[src/rtl/keypad_scanner.sv]
// 4x3 keypad scanner: one-hot row strobe, two-flop column synchronizer,
// press/release debounce and a one-cycle key event with a held key code.
module keypad_scanner #(
  parameter int SCAN_DIV     = 4,
  parameter int DEBOUNCE_CYC = 4
) (
  input  logic       FPGA_CLK,
  input  logic       FPGA_RST_BTN,
  input  logic [2:0] KEYPAD_COL,
  output logic [3:0] KEYPAD_ROW,
  output logic       key_valid,
  output logic [3:0] key_code,
  output logic       key_held
);

  localparam int DW = (SCAN_DIV > 1) ? $clog2(SCAN_DIV) : 1;
  localparam int CW = $clog2(DEBOUNCE_CYC + 1);
  localparam logic [DW-1:0] DWELL_LAST = DW'(SCAN_DIV - 1);
  localparam logic [CW-1:0] CNT_LAST   = CW'(DEBOUNCE_CYC - 1);

  typedef enum logic [1:0] {
    ST_SCAN     = 2'd0,
    ST_DEBOUNCE = 2'd1,
    ST_PRESSED  = 2'd2,
    ST_RELEASE  = 2'd3
  } state_e;

  state_e        state_q, state_d;
  logic [3:0]    row_q, row_d;
  logic [DW-1:0] dwell_q, dwell_d;
  logic [CW-1:0] cnt_q, cnt_d;
  logic [2:0]    col_lat_q, col_lat_d;
  logic          valid_q, valid_d;
  logic [3:0]    code_q, code_d;
  logic          held_q, held_d;
  logic [2:0]    col_meta_q, col_s_q;

  // Row one-hot [3]=row0 and column one-hot [2]=col0 to the key code.
  function automatic logic [3:0] decode_key(input logic [3:0] row, input logic [2:0] col);
    logic [3:0] base;
    logic [3:0] idx;
    idx = col[2] ? 4'd0 : (col[1] ? 4'd1 : 4'd2);
    case (row)
      4'b1000: base = 4'd1;
      4'b0100: base = 4'd4;
      4'b0010: base = 4'd7;
      default: base = 4'd0;
    endcase
    if (row == 4'b0001) begin
      decode_key = col[2] ? 4'hE : (col[1] ? 4'h0 : 4'hF);
    end else begin
      decode_key = base + idx;
    end
  endfunction

  // NOTE: every flop uses non-blocking assignment so all registers update
  // together on the edge; blocking here would let col_s_q see the new meta value.
  always_ff @(posedge FPGA_CLK or negedge FPGA_RST_BTN) begin
    if (!FPGA_RST_BTN) begin
      col_meta_q <= 3'b000;
      col_s_q    <= 3'b000;
    end else begin
      col_meta_q <= KEYPAD_COL;
      col_s_q    <= col_meta_q;
    end
  end

  always_ff @(posedge FPGA_CLK or negedge FPGA_RST_BTN) begin
    if (!FPGA_RST_BTN) begin
      state_q   <= ST_SCAN;
      row_q     <= 4'b1000;
      dwell_q   <= '0;
      cnt_q     <= '0;
      col_lat_q <= 3'b000;
      valid_q   <= 1'b0;
      code_q    <= 4'h0;
      held_q    <= 1'b0;
    end else begin
      state_q   <= state_d;
      row_q     <= row_d;
      dwell_q   <= dwell_d;
      cnt_q     <= cnt_d;
      col_lat_q <= col_lat_d;
      valid_q   <= valid_d;
      code_q    <= code_d;
      held_q    <= held_d;
    end
  end

  // NOTE: every signal gets its default before the case, so no path through
  // the block leaves one unassigned and no latch is inferred.
  always_comb begin
    state_d   = state_q;
    row_d     = row_q;
    dwell_d   = dwell_q;
    cnt_d     = cnt_q;
    col_lat_d = col_lat_q;
    valid_d   = 1'b0;
    code_d    = code_q;
    held_d    = held_q;

    case (state_q)
      ST_SCAN: begin
        if (dwell_q == DWELL_LAST) begin
          dwell_d = '0;
          if ($onehot(col_s_q)) begin
            col_lat_d = col_s_q;
            cnt_d     = '0;
            state_d   = ST_DEBOUNCE;
          end else begin
            row_d = {row_q[0], row_q[3:1]};
          end
        end else begin
          dwell_d = dwell_q + 1'b1;
        end
      end

      ST_DEBOUNCE: begin
        if (col_s_q == col_lat_q) begin
          if (cnt_q == CNT_LAST) begin
            state_d = ST_PRESSED;
            valid_d = 1'b1;
            code_d  = decode_key(row_q, col_lat_q);
            held_d  = 1'b1;
          end else begin
            cnt_d = cnt_q + 1'b1;
          end
        end else begin
          // Bounce: rescan the same row from a fresh dwell.
          state_d = ST_SCAN;
          dwell_d = '0;
        end
      end

      ST_PRESSED: begin
        if (col_s_q == 3'b000) begin
          state_d = ST_RELEASE;
          cnt_d   = '0;
        end
      end

      ST_RELEASE: begin
        if (col_s_q != 3'b000) begin
          cnt_d = '0;
        end else if (cnt_q == CNT_LAST) begin
          state_d = ST_SCAN;
          held_d  = 1'b0;
          row_d   = {row_q[0], row_q[3:1]};
          dwell_d = '0;
        end else begin
          cnt_d = cnt_q + 1'b1;
        end
      end

      default: state_d = ST_SCAN;
    endcase
  end

  assign KEYPAD_ROW = row_q;
  assign key_valid  = valid_q;
  assign key_code   = code_q;
  assign key_held   = held_q;

endmodule

[config.mk]
export PLATFORM = sky130hd
export DESIGN_NAME = keypad_scanner
export DESIGN_NICKNAME = d
export VERILOG_FILES = /design/src/rtl/keypad_scanner.sv
export SDC_FILE = /design/constraint.sdc
export NUM_CORES = 1
export LEC_CHECK = 0
export ABC_AREA = 0
export BUFFER_PORTS_ARGS = -buffer_cell sky130_fd_sc_hd__buf_4
export CAP_MARGIN = 40
export CORE_AREA = 10 10 58 69
export DETAILED_ROUTE_END_ITERATION = 7
export DIE_AREA = 0 0 68 79
export GPL_TIMING_DRIVEN = 0
export PLACE_DENSITY = 0.72
export SYNTH_ARGS = -nofsm -noshare
export SYNTH_HDL_FRONTEND = slang
export SYNTH_SLANG_ARGS = --single-unit
[constraint.sdc]
create_clock -name FPGA_CLK -period 2.4 [get_ports FPGA_CLK]
set_clock_uncertainty 0.2 [all_clocks]
set_input_delay 0.48 -clock FPGA_CLK [delete_from_list [all_inputs] [get_ports FPGA_CLK]]
set_output_delay 0.48 -clock FPGA_CLK [all_outputs]
set_load 0.01 [all_outputs]
==> reports/metrics.cfg <==
[run_status]
status=complete, but fails checks
violations=setup timing

[drt]
wl_um=2470
viasPerCell=5.49
drt-pass1-iter-count=4
antenna_left=0
drc=0
vias=900
drt_iter0_markers=28
wl_per_cell_um=15.1

[yosys]
avgSynthCellArea_um2=12.6
synthTopCellsByArea=dfrtp_1, mux2_2, ha_1
yosysSeqAreaShare_pct=49.2
synthCells=105
ys_warn_count=0
synth_cell_type_count=42
synth_flop_cell=dfrtp_1
yosys.area.top_type=dfrtp_1
synth-edff-count=0
async_flop_share_pct=100
post-synth-top-area-fraction_pct=47.2
postSynthRegisterBits=26
syn-num-nets=116
synth_area_um2=1330

[setup_path]
path_cells=or4b_4 > fa_2 > nor4_4 > o31ai_2 > mux2_4
cp-end-kind=register
worstPathRequired_ns=2.43
arrival_ns=2.48
rr_worst_depth=5
path_class=register to register
critical-path-top-delay-family=simple AND/OR/NAND/NOR gates
r2r_start=KEYPAD_ROW[0]
critPathMaxFanout=9
worstSetupStartpointType=register
r2r_slack_ns=-0.05
path_buf_inv=0
r2r-end=key_code[2]
worst_path_largest_cell_delay_ns=0.56
worst_path_max_delay_cell=or4b_4

[sta]
setup_slack_ns=-0.0515
timing.final.crit_share_pct=102
holdWs_ns=0.0479
finalSetupTns_ns=-0.0515
max_freq_mhz=408
tightest_slew_ns=0.526
finalSetupViolCount=1
layout_min_cycle_time_ns=2.45
rsz0062_at_grt=true
finalHoldViolCount=0
drv_slew=0
max-slew-margin-rel_pct=64.9

[clock_network]
clkLatencyLatePin_ns=0.32
cts_max_level=1
path_clk_slew_ns=0.14
clk_path_buf_depth=2
root_buffer=clkbuf_4
cts_tree=built
cts_inserted_buffers=3
cts.sink_count=26

[placed_design]
port_buffers=14
gp_congestion=0.803
place_ws_ns=-0.0910
dp.cells=153
placed_cell_area_um2=1480
place_hpwl_um=1710

[hold_path]
min_path_type=input port to register
holdPathStages=1
hold_start=KEYPAD_COL[2]
hold_end=col_meta_q[2]

[power]
p_leak_nw=0.753
peakVddDrop_mv=0.448
power.density_nw_per_um2=670

[cells_and_area]
area_growth_syn_to_layout_pct=22.5
fill_cells=227
instances_no_fill=164
n_antenna_cell=0
most-common-layout-cells=dfrtp_1, buf_4, mux2_2
layout_commonest_cell=dfrtp_1
nets=142
drive_above_1_share_pct=46.2
fin_area_um2=1630

[floorplan]
rows=21
dieArea_um2=5370
die_x_um=68
core_area_um2=2730
die_h_um=79
start_util_pct=48.5
io_pins=15

[grt]
grt_pass1_vias=957
grt_max_degree=27
grt_usage_pct=9.70
antenna_found_initial=0
grt_pass1_wl_um=4170
grt_overflow=0

[job]
max_cap_violations=0

[cell families after synthesis]
logic type	Yosys count	share of synthesized area, %
AOI/OAI and AO/OA	19	11.3
and+or+nand+nor	27	15.8
DFF	26	49.2
xor gates and xnor gates	5	3.30
adders and majority gates	6	6.79
muxes	13	11.0
buffers and inverters	9	2.64
[layout make-up]
cell class,instances,area (um2),area share (%)
Multi-Input combinational cell,70,688,42.3
Tap cell,34,42.5,2.62
Clock buffer,4,36.3,2.23
Inverter,6,22.5,1.39
Timing Repair Buffer,22,171,10.5
Buffer,2,7.51,0.462
Sequential cell,26,657,40.4
[state kept, by name (all words and copies together) (netlist names), named ones only]
signal and flops:
key_valid 1, cnt_q 3, col_lat_q 3, dwell_q 2, key_held 1, KEYPAD_ROW 4
col_meta_q 3, col_s_q 3, key_code 4, state_q 1
[stage by stage]
step           power [mW]  util (%)
6_report             1.09      59.5
2_1_floorplan       0.799         -
3_3_place_gp        0.852      54.2
5_1_grt              1.16      59.5
4_1_cts              1.09      57.1
3_5_place_dp        0.869      54.2
[cell usage after synthesis, types with 2 or more instances]
| cell | n |
|---|---|
| dfrtp_1 | 25 |
| xnor2_1 | 2 |
| nand2b_1 | 3 |
| nor4_1 | 2 |
| fa_1 | 2 |
| a32o_1 | 2 |
| nand2_1 | 2 |
| o21a_1 | 2 |
| mux2_2 | 13 |
| nor4b_2 | 2 |
| clkbuf_1 | 2 |
| o21ai_0 | 2 |
| nor3_1 | 3 |
| inv_1 | 6 |
| ha_1 | 4 |
| a22o_1 | 2 |
| nor2_1 | 3 |
| xor2_1 | 3 |
| a211oi_1 | 2 |
[metal layers]
layer  global-route usage [%]  wire [um]  vias up
met3                     2.11         96        2
met2                     16.1       1300       12
met5                        0          0        -
li1                         -          -      440
met1                     10.9       1070      446
met4                     5.65         12        0
[worst max-delay path by stage]
stage	startpoint	endpoint	slack, ns	cells after the start
6_report	KEYPAD_ROW[0]	key_code[2]	-0.05	5
5_1_grt	KEYPAD_ROW[3]	key_code[2]	-0.12	6
4_1_cts	KEYPAD_ROW[3]	key_code[2]	0.02	8
3_5_place_dp	KEYPAD_ROW[3]	key_code[2]	-0.09	9
3_3_place_gp	KEYPAD_ROW[3]	key_code[2]	-0.05	9
2_1_floorplan	KEYPAD_ROW[3]	key_code[2]	0.02	6
[worst register-to-register path: stages, from the launching register on]
cell     delay (ns)
dfrtp_1        0.53
or4b_4         0.56
fa_2           0.40
nor4_4         0.31
o31ai_2        0.09
mux2_4         0.27
[power breakdown]
part           total, mW  leakage (nW)  switching (mW)  internal (mW)
registers          0.549         0.330          0.0494          0.500
clock network      0.221        0.0210           0.129         0.0928
logic              0.318         0.402           0.161          0.157
[what timing repair did]
item	4_1_cts	5_1_grt
gates resized for setup	3	12
setup endpoints to repair	1	4
pin swaps	2	7
hold buffers	1	0
endpoints found under the hold margin	25	0
buffers inserted	4	3
No activity file was read; power rests on OpenSTA's default activity.
